## config.mk

```make
export PLATFORM = sky130hd
export DESIGN_NAME = im2col_mc
export DESIGN_NICKNAME = d
export VERILOG_FILES = /design/src/rtl/im2col_mc.sv
export SDC_FILE = /design/constraint.sdc
export NUM_CORES = 1
export LEC_CHECK = 0
export CELL_PAD_IN_SITES_DETAIL_PLACEMENT = 0
export CELL_PAD_IN_SITES_GLOBAL_PLACEMENT = 2
export CORE_MARGIN = 1.5
export CORE_UTILIZATION = 41
export DETAILED_ROUTE_END_ITERATION = 7
export PLACE_DENSITY = 0.84
export SLEW_MARGIN = 20
export SYNTH_ARGS = -nofsm -noshare
export SYNTH_HDL_FRONTEND = slang
export SYNTH_SLANG_ARGS = --single-unit
```

## constraint.sdc

```tcl
create_clock -name clk -period 12.3 [get_ports clk]
set_input_delay 2.46 -clock clk [delete_from_list [all_inputs] [get_ports clk]]
set_output_delay 2.46 -clock clk [all_outputs]
set_load 0.05 [all_outputs]
```

## src/rtl/im2col_mc.sv

```systemverilog
// ============================================================================
// im2col_mc : multi-channel im2col engine, one element per cycle, padding and
//             stride support. Optional build macro: IM2COL_PADVAL_EN.
// Revision  : 1.0
// ============================================================================
`default_nettype none

module im2col_mc #(
    parameter int                    IMG_W       = 8,
    parameter int                    IMG_H       = 8,
    parameter int                    CHANNELS    = 1,
    parameter int                    DATA_WIDTH  = 8,
    parameter int                    ADDR_WIDTH  = 32,
    parameter int                    FILTER_SIZE = 3,
    parameter int                    STRIDE      = 1,
    parameter int                    PAD         = 0,
    parameter logic [ADDR_WIDTH-1:0] IMG_BASE    = 'h0000,
    parameter logic [ADDR_WIDTH-1:0] IM2COL_BASE = 'h2000
) (
    input  logic                  clk,
    input  logic                  rst_im2col_n,
    input  logic                  start,
`ifdef IM2COL_PADVAL_EN
    input  logic [DATA_WIDTH-1:0] pad_val,
`endif
    input  logic [DATA_WIDTH-1:0] data_rd,
    output logic [DATA_WIDTH-1:0] data_wr,
    output logic [ADDR_WIDTH-1:0] addr_wr,
    output logic [ADDR_WIDTH-1:0] addr_rd,
    output logic                  mem_wr_en,
    output logic                  busy,
    output logic                  im2col_done
);

    localparam int K     = FILTER_SIZE;
    localparam int OUT_W = (IMG_W + 2*PAD - K) / STRIDE + 1;
    localparam int OUT_H = (IMG_H + 2*PAD - K) / STRIDE + 1;
    localparam int COLS  = CHANNELS * K * K;
    localparam int N     = OUT_H * OUT_W * COLS;

    localparam logic [1:0] S_IDLE  = 2'd0;
    localparam logic [1:0] S_RUN   = 2'd1;
    localparam logic [1:0] S_FLUSH = 2'd2;
    localparam logic [1:0] S_DONE  = 2'd3;

    generate
        if ((IMG_W + 2*PAD < K) || (IMG_H + 2*PAD < K)) begin : g_geom_check
            $error("im2col_mc: padded image smaller than filter");
        end
    endgenerate

    logic [1:0]            state_q, state_d;
    logic [31:0]           oy_q, ox_q, c_q, ky_q, kx_q;
    logic [ADDR_WIDTH-1:0] idx_q;
    logic [ADDR_WIDTH-1:0] addr_wr_q;
    logic                  wr_en_q, pad_q, done_q;
    logic [DATA_WIDTH-1:0] padv;

    logic                  issue, accept, last, pad_pix;
    logic                  kx_end, ky_end, c_end, ox_end;
    logic signed [31:0]    iy, ix, rd_off;

    // ---------------- FSM: state register ----------------
    always_ff @(posedge clk or negedge rst_im2col_n) begin
        if (!rst_im2col_n) state_q <= S_IDLE;
        else               state_q <= state_d;
    end

    // ---------------- FSM: next state ----------------
    always_comb begin
        state_d = state_q;
        case (state_q)
            S_IDLE:  if (start) state_d = S_RUN;
            S_RUN:   if (last)  state_d = S_FLUSH;
            S_FLUSH:            state_d = S_DONE;
            S_DONE:  if (start) state_d = S_RUN;
            default:            state_d = S_IDLE;
        endcase
    end

    // ---------------- FSM: outputs ----------------
    always_comb begin
        issue  = (state_q == S_RUN);
        busy   = (state_q == S_RUN) || (state_q == S_FLUSH);
        accept = start && ((state_q == S_IDLE) || (state_q == S_DONE));
    end

    assign last   = (idx_q == ADDR_WIDTH'(N - 1));
    assign kx_end = (kx_q == 32'(K - 1));
    assign ky_end = (ky_q == 32'(K - 1));
    assign c_end  = (c_q  == 32'(CHANNELS - 1));
    assign ox_end = (ox_q == 32'(OUT_W - 1));

    // Source coordinates go negative inside the top/left pad border.
    assign iy      = $signed(oy_q) * STRIDE + $signed(ky_q) - PAD;
    assign ix      = $signed(ox_q) * STRIDE + $signed(kx_q) - PAD;
    assign pad_pix = (iy < 0) || (iy >= IMG_H) || (ix < 0) || (ix >= IMG_W);
    assign rd_off  = ($signed(c_q) * IMG_H + iy) * IMG_W + ix;
    assign addr_rd = (issue && !pad_pix) ? IMG_BASE + ADDR_WIDTH'(rd_off) : IMG_BASE;

    always_ff @(posedge clk or negedge rst_im2col_n) begin
        if (!rst_im2col_n) begin
            oy_q  <= '0;
            ox_q  <= '0;
            c_q   <= '0;
            ky_q  <= '0;
            kx_q  <= '0;
            idx_q <= '0;
        end else if (accept) begin
            oy_q  <= '0;
            ox_q  <= '0;
            c_q   <= '0;
            ky_q  <= '0;
            kx_q  <= '0;
            idx_q <= '0;
        end else if (issue) begin
            idx_q <= idx_q + 1'b1;
            kx_q  <= kx_end ? '0 : kx_q + 32'd1;
            if (kx_end) begin
                ky_q <= ky_end ? '0 : ky_q + 32'd1;
                if (ky_end) begin
                    c_q <= c_end ? '0 : c_q + 32'd1;
                    if (c_end) begin
                        ox_q <= ox_end ? '0 : ox_q + 32'd1;
                        if (ox_end) oy_q <= oy_q + 32'd1;
                    end
                end
            end
        end
    end

    // Stage 2: write strobe, pad flag and output address, one cycle after issue.
    always_ff @(posedge clk or negedge rst_im2col_n) begin
        if (!rst_im2col_n) begin
            wr_en_q   <= 1'b0;
            pad_q     <= 1'b0;
            addr_wr_q <= IM2COL_BASE;
            done_q    <= 1'b0;
        end else begin
            wr_en_q <= issue;
            pad_q   <= issue && pad_pix;
            if (issue) addr_wr_q <= IM2COL_BASE + idx_q;
            if (accept)                    done_q <= 1'b0;
            else if (state_q == S_DONE)    done_q <= 1'b1;
        end
    end

`ifdef IM2COL_PADVAL_EN
    logic [DATA_WIDTH-1:0] padv_q;
    always_ff @(posedge clk or negedge rst_im2col_n) begin
        if (!rst_im2col_n)  padv_q <= '0;
        else if (accept)    padv_q <= pad_val;
    end
    assign padv = padv_q;
`else
    assign padv = '0;
`endif

    assign mem_wr_en   = wr_en_q;
    assign addr_wr     = addr_wr_q;
    assign data_wr     = wr_en_q ? (pad_q ? padv : data_rd) : '0;
    assign im2col_done = done_q;

endmodule

`default_nettype wire

```

==> results of run 1 <==
worst register-to-register path, cell delays in order, from the launching register on:
cell,delay (ns)
dfrtp_1,0.45
or4_1,0.55
nor4_1,0.30
nand4_1,0.61
o21ai_2,0.32
buf_4,0.37
nand2_1,0.32
or2_2,0.41
nor3_2,0.39
nand3_1,0.35
or3_1,0.40
a21oi_1,0.15
state kept, by name, summed over array words and instances (netlist names):
| name | cells |
|---|---|
| c_q | 32 |
| pad_q | 1 |
| state_q | 2 |
| addr_wr | 32 |
| ky_q | 32 |
| ox_q | 32 |
| mem_wr_en | 1 |
| im2col_done | 1 |
| idx_q | 32 |
| kx_q | 32 |
| oy_q | 32 |
area by class of cell:
| class | instances | area share |
|---|---|---|
| multi-input cells | 1731 | 0.571 |
| flip-flops and latches | 229 | 0.291 |
| repair buffers | 99 | 0.0489 |
| clock buffers | 46 | 0.0430 |
| well taps | 539 | 0.0342 |
| inverters | 51 | 0.00971 |
| clock inverters | 4 | 0.00241 |
cells in the mapped netlist, drive strengths merged, types with 5 or more instances:
| cell | count |
|---|---|
| or2 | 8 |
| a2111oi | 11 |
| dfrtp | 228 |
| clkbuf | 39 |
| a21o | 53 |
| a211oi | 7 |
| inv | 51 |
| a21boi | 7 |
| nor2b | 12 |
| or4 | 9 |
| o21bai | 8 |
| nor2 | 263 |
| nand2b | 20 |
| and2 | 19 |
| mux2 | 14 |
| o21ai | 140 |
| ha | 131 |
| or3 | 46 |
| o211ai | 6 |
| o21a | 12 |
| a21oi | 153 |
| and4 | 15 |
| nor3 | 47 |
| a31oi | 16 |
| o2111ai | 5 |
| o31ai | 16 |
| a211o | 5 |
| xor2 | 127 |
| xnor2 | 106 |
| a221oi | 5 |
| nor4 | 41 |
| nand4 | 54 |
| nand2 | 179 |
| and3 | 62 |
| nand3 | 79 |
| nor4b | 7 |
| buf | 10 |
where the power goes:
group | internal [mW] | total [mW] | switching [mW]
clock network | 0.468 | 0.807 | 0.338
logic | 0.283 | 0.981 | 0.698
registers | 0.821 | 0.881 | 0.0603
kinds of logic (layout without fill, tap and decap cells):
family,count (synthesis),count (layout),share of synthesized area
muxes,15,15,0.00965
DFF,229,229,0.330
xor gates and xnor gates,234,234,0.119
buffers and inverters,100,200,0.0223
AOI/OAI and AO/OA,475,475,0.171
adders and majority gates,135,135,0.0990
and+or+nand+nor,872,872,0.250
final timing paths:
check | endpoint | slack (ns) | cells past startpoint
hold / removal | addr_wr[3] | 0.51 | 1
setup reg to reg | ox_q[27] | 7.56 | 11
setup / recovery | addr_rd[31] | 1.70 | 29
min in group asynchronous | c_q[25] | 1.86 | 1
hold reg to reg | addr_wr[3] | 0.51 | 1
max in group asynchronous | idx_q[8] | 8.54 | 3
metrics by stage:
step,cell area [µm²],cells,util,hold WS (ns)
global placement,18800,2649,0.450,0.494
floorplan,17400,2060,-,0.485
global route,19700,2699,0.471,0.530
detailed placement,18800,2649,0.450,0.495
CTS,19700,2699,0.471,0.514
finish,19700,2699,0.471,0.511
routing by layer:
metal	routed length [µm]	track usage	up-vias
met5	13	0	-
met4	1060	0.0535	2
met3	2420	0.0350	57
met2	22300	0.363	323
met1	24600	0.331	7361
li1	-	-	7610
==> impl_summary.txt, run 1 <==
----------------------------------------------------
[Logic synthesis]
  Share of synthesized registers carrying an async set or reset ... 1.00
  Synthesized netlist cell count ... roughly 2000
  Top post-synthesis cells by area ... dfrtp_1 33%, ha_1 9.4%, xor2_1 6.4%
  Net count after synthesis ... 2206
  Number of distinct standard cells referenced by the synthesized netlist ... between 80 and 90
  Yosys warning total ... 0
  Share of Yosys cell area claimed by the top area cell type ... 0.328
  Number of flops mapped to enable cells by yosys ... 0
  Synthesized flop and latch total ... about 230
  Seq/Total Area, Yosys ... 0.330
  Post-synthesis average cell area ... 8.43 µm²
  Post-synth design cell area ... 0.0174 mm²
  Most used DFF post-synth ... dfrtp_1
  Cell type contributing the most total cell area after synthesis ... dfrtp_1

[Clocking]
  Clock Latency Late Sink ... 0.60 ns
  Total number of H-tree levels ... 1
  Master cell of the clock root buffer ... clkbuf_16
  Resized Gates After CTS ... 0
  CTS max path bufs ... 3
  Num Clock Sinks ... about 230
  Worst-path clk slew ... ~0.06 ns
  Number of buffers created by CTS ... 28
  CTS tree ... built
  Number of setup buffers added after CTS ... 0
  CTS hold repair buffers ... 0

[Critical path]
  Crit. Startpoint ... ky_q[0]
  Largest stage delay on the critical path ... a little over 0.8 ns
  Required time worst endpoint ... 9.84 ns
  Critical path class ... register to primary output
  Worst-path fanout max ... 7
  Worst reg2reg path startpoint ... ky_q[10]
  Cell with the biggest individual delay on the critical path ... clkdlybuf4s50_1
  Arrival @ worst endpoint ... 8.14 ns
  Kind of cell adding the most delay to the critical path ... compound AO/OA/AOI/OAI gates
  CP endpoint kind ... primary output
  Startpoint Class ... register
  Buf+Inv Stages, Crit Path ... 1

[Cells and area]
  Area added between synthesis and finish ... 13.6%
  Leading cell types in the layout, fill and taps excluded ... 263 x nor2_1, 228 x dfrtp_1, 179 x nand2_1
  Area taken by multi-input logic gates ... approximately 0.011 mm²
  Seq. cell area ... about 0.0057 mm²
  Fraction of layout cells with a size suffix above 1 ... 0.0486
  Filler Cells Inserted ... 4123
  Final #Nets ... between 2000 and 2500
  Most common cell after layout, fill and taps aside ... nor2_1
  Antenna diode count ... 0

[Floorplan]
  I/O pins ... 86
  Area of the placeable core ... about 0.042 mm²
  Area of the die ... 0.0436 mm²
  Overall die width ... 209 µm
  Floorplan die height ... around 210 µm
  Initial cell density of the core ... 0.415
  Site row count ... 75

[Timing]
  Worst-case headroom to the max-slew limit ... 0.263
  Tmin final ... 10.60 ns
  Final setup violating endpoints ... 0
  Part of the cycle the worst path needs ... 0.861
  Setup repair after global routing missed its margin ... false
  Slew at the pin with the worst max-slew slack ... roughly 1.1 ns
  Max Fclk ... roughly 94 MHz
  Setup TNS Final ... 0 ns
  Worst path setup slack after routing ... 1.70 ns
  Count of endpoints failing hold in the final timing report ... 0
  Total count of max-transition violations in the final report ... 0
  Worst setup skew after layout ... roughly 0.048 ns

[Detailed routing]
  Final WL ... a little over 50000 µm
  TritonRoute pass-1 iters ... 6
  Via density ... ~5.7
  Drt wl/cell ... about 19 µm
  Iteration-0 DRC count of the detailed router ... around 1100
  Total number of vias ... between 15000 and 20000
  Number of design rule violations left after detail routing ... 0
  Antenna-violating nets left ... 0

[Global route]
  Antenna violations before repair ... 1
  Grt total ovfl ... 0
  Gr usage total ... 0.230
  Maximum number of pins on one net before global-route repair ... 96
  Wire length of the first global-routing pass ... 81500 µm
  Vias in the first global route ... approximately 15000

[Place]
  Number of buffer cells added on primary ports ... 85
  Estimated wirelength of the detail-placed design ... around 39000 µm
  Placer Congestion ... approximately 0.87
  Worst setup slack before clock tree synthesis ... 2.41 ns

[Hold path]
  Hold Path Class ... register to register
  Startpoint of the lowest-slack hold path ... addr_wr[3]

[Power]
  Overall power of the completed layout ... approximately 2.7 mW
  Power per cell area ... 135 mW/mm²
  Largest voltage drop on the vdd net ... between 150 and 200 µV
  Leakage power figure ... 9.17 nW

[Run status]
  Result of the run ... complete, no violations

[Flow run]
  Max Cap Viol ... 0

----------------------------------------------------
(Power assumes the default switching activity.)
==> run 2: changes to the inputs <==
CTS_CLUSTER_DIAMETER = 50   (was not set)
==> run 2 against run 1 <==
First-iteration DRC count down 16%. Register-to-register slack better by 0.08 ns. Die area did not move. Sequential share of layout area shrank 0.40 points. Sequential power hardly changed. Non-clock buffer count did not move. Flip-flop and latch count unchanged. Combinational power about the same. Hold slack is essentially flat. Global-route usage rose by 0.32 points. Maximum frequency up 0.65%. Critical endpoint unchanged. Highest routed layer unchanged.
==> impl_summary.txt, run 2 (synthesis results as in run 1) <==
----------------------------------------------------
[Run status]
  Result of the run ... complete, no violations

[Floorplan]
  Area of the die ... 0.0436 mm² (unchanged)
  Overall die width ... 209 µm (unchanged)
  Site row count ... 75 (unchanged)
  Area of the placeable core ... 0.0419 mm² (unchanged)
  I/O pins ... 86 (unchanged)
  Initial cell density of the core ... 0.415 (unchanged)
  Floorplan die height ... 209 µm (unchanged)

[Timing]
  Setup TNS Final ... 0 ns (unchanged)
  Max Fclk ... 95.0 MHz (+0.65%)
  Worst setup skew after layout ... 0.0277 ns (-0.0202 ns)
  Part of the cycle the worst path needs ... 0.856 (-0.00553)
  Slew at the pin with the worst max-slew slack ... 1.02 ns (-0.0762 ns)
  Worst-case headroom to the max-slew limit ... 0.314 (+0.0512)
  Count of endpoints failing hold in the final timing report ... 0 (unchanged)
  Final-layout worst hold slack ... 0.511 ns (+0.000290 ns)
  Tmin final ... 10.53 ns (-0.0680 ns)
  Final setup violating endpoints ... 0 (unchanged)
  Total count of max-transition violations in the final report ... 0 (unchanged)
  Setup repair after global routing missed its margin ... false

[Global route]
  Grt total ovfl ... 0 (unchanged)
  Gr usage total ... 0.234 (+0.00315)
  Antenna violations before repair ... 1 (unchanged)
  Vias in the first global route ... 15000 (+0.92%)
  Wire length of the first global-routing pass ... 81800 µm (+0.40%)
  Maximum number of pins on one net before global-route repair ... 96 (unchanged)

[Clocking]
  Number of setup buffers added after CTS ... 0 (unchanged)
  Master cell of the clock root buffer ... clkbuf_16
  CTS tree ... built
  Number of buffers created by CTS ... 35 (+25%)
  Num Clock Sinks ... 229 (unchanged)
  CTS hold repair buffers ... 0 (unchanged)
  Resized Gates After CTS ... 0 (unchanged)
  CTS max path bufs ... 3 (unchanged)
  Clock Latency Late Sink ... 0.56 ns (-0.04 ns)
  Worst-path clk slew ... 0.06 ns (about the same)
  Total number of H-tree levels ... 2 (+1)

[Cells and area]
  Antenna diode count ... 0 (unchanged)
  Area added between synthesis and finish ... 15.2%
  Final #Nets ... 2293 (+0.31%)
  Fraction of layout cells with a size suffix above 1 ... 0.0557 (+0.00710)
  Filler Cells Inserted ... 4094 (-0.70%)
  Leading cell types in the layout, fill and taps excluded ... 263 x nor2_1, 228 x dfrtp_1, 179 x nand2_1
  Most common cell after layout, fill and taps aside ... nor2_1

[Critical path]
  Termination of the worst setup path ... addr_rd[31]
  Critical path class ... register to primary output
  Number of cells on the worst reg-to-reg path ... 11 (unchanged)
  CP endpoint kind ... primary output
  Startpoint Class ... register
  Largest stage delay on the critical path ... 0.82 ns (about the same)
  Cell with the biggest individual delay on the critical path ... clkdlybuf4s50_1
  Crit. Startpoint ... ky_q[0]
  Worst-path fanout max ... 7 (unchanged)
  Internal reg-to-reg setup slack ... 7.64 ns (+0.08 ns)
  Worst reg2reg path startpoint ... ky_q[10]
  Reg2Reg Capture Point ... ox_q[25]
  Arrival @ worst endpoint ... 8.07 ns (-0.07 ns)
  Required time worst endpoint ... 9.84 ns (about the same)

[Detailed routing]
  Iteration-0 DRC count of the detailed router ... 935 (-16%)
  Number of design rule violations left after detail routing ... 0 (unchanged)
  Antenna-violating nets left ... 0 (unchanged)
  Metal3 WL ... 2390 µm (-1.3%)
  Total number of vias ... 15400 (+0.52%)
  TritonRoute pass-1 iters ... 5 (-1)
  Final WL ... 50600 µm (+0.34%)
  Via density ... 5.69 (about the same)
  Wire length on met2 ... 22300 µm (about the same)
  Detailed-route wire length on metal 1 ... 24800 µm (+0.76%)
  Highest metal used ... met5
  Drt wl/cell ... 18.7 µm (-0.10%)

[Place]
  Number of buffer cells added on primary ports ... 85 (unchanged)
  Placer Congestion ... 0.870 (unchanged)
  Estimated wirelength of the detail-placed design ... 38700 µm (unchanged)

[Flow run]
  Max Cap Viol ... 0 (unchanged)

[Power]
  Leakage power figure ... 9.31 nW (+1.5%)
  Power per cell area ... 144 mW/mm² (+6.1%)
  Largest voltage drop on the vdd net ... 143 µV (-4.6%)

[Hold path]
  Hold Path Class ... register to register

----------------------------------------------------
-- run 2: routing by layer --
| metal | up-vias | track usage |
|---|---|---|
| li1 | 7638 | - |
| met1 | 7401 | 0.332 |
| met2 | 327 | 0.363 |
| met3 | 65 | 0.0398 |
| met4 | 2 | 0.0680 |
| met5 | - | 0 |
-- run 2: report_power, final --
part	switching, mW	leakage (nW)	internal, mW
logic	0.698	5.60	0.283
registers	0.0604	3.14	0.821
clock network	0.390	0.570	0.619
-- run 2: final cells by class --
cell class / count / area (µm²) / share of cell area
multi-input combinational: 1731 / 11300 / 0.563
sequential: 229 / 5730 / 0.287
timing repair buffer: 99 / 965 / 0.0482
clock buffer: 45 / 953 / 0.0477
tap: 539 / 674 / 0.0337
clock inverter: 17 / 220 / 0.0110
inverter: 51 / 191 / 0.00957
-- run 2: worst min path at each step --
stage | from | to | slack (ns) | cells after the start
2_1_floorplan | kx_q[26] | kx_q[26] | 0.49 | 1
3_3_place_gp | addr_wr[12] | addr_wr[12] | 0.49 | 1
3_5_place_dp | addr_wr[3] | addr_wr[3] | 0.50 | 1
4_1_cts | addr_wr[1] | addr_wr[1] | 0.51 | 1
5_1_grt | addr_wr[9] | addr_wr[9] | 0.53 | 1
6_report | addr_wr[4] | addr_wr[4] | 0.51 | 1
-- run 2: critical path: cells and delay by family (launching register included) --
family / cells / cell delay [ns]
buffers and inverters: 1 / 0.82
xor gates and xnor gates: 3 / 0.83
and+or+nand+nor: 7 / 0.73
adders and majority gates: 4 / 1.45
DFF: 1 / 0.44
AOI/OAI and AO/OA: 14 / 3.25
-- run 2: metrics by stage --
| step | power, mW | utilization | instance area, µm² | worst slack, ns | cells |
|---|---|---|---|---|---|
| after detailed placement | 1.87 | 0.450 | 18800 | 2.41 | 2649 |
| after global placement | 1.87 | 0.450 | 18800 | 2.56 | 2649 |
| after floorplan | 1.53 | - | 17400 | 3.51 | 2060 |
| after CTS | 2.91 | 0.478 | 20000 | 1.73 | 2711 |
| after global routing | 3.02 | 0.478 | 20000 | 0.888 | 2711 |
| final | 2.87 | 0.478 | 20000 | 1.77 | 2711 |
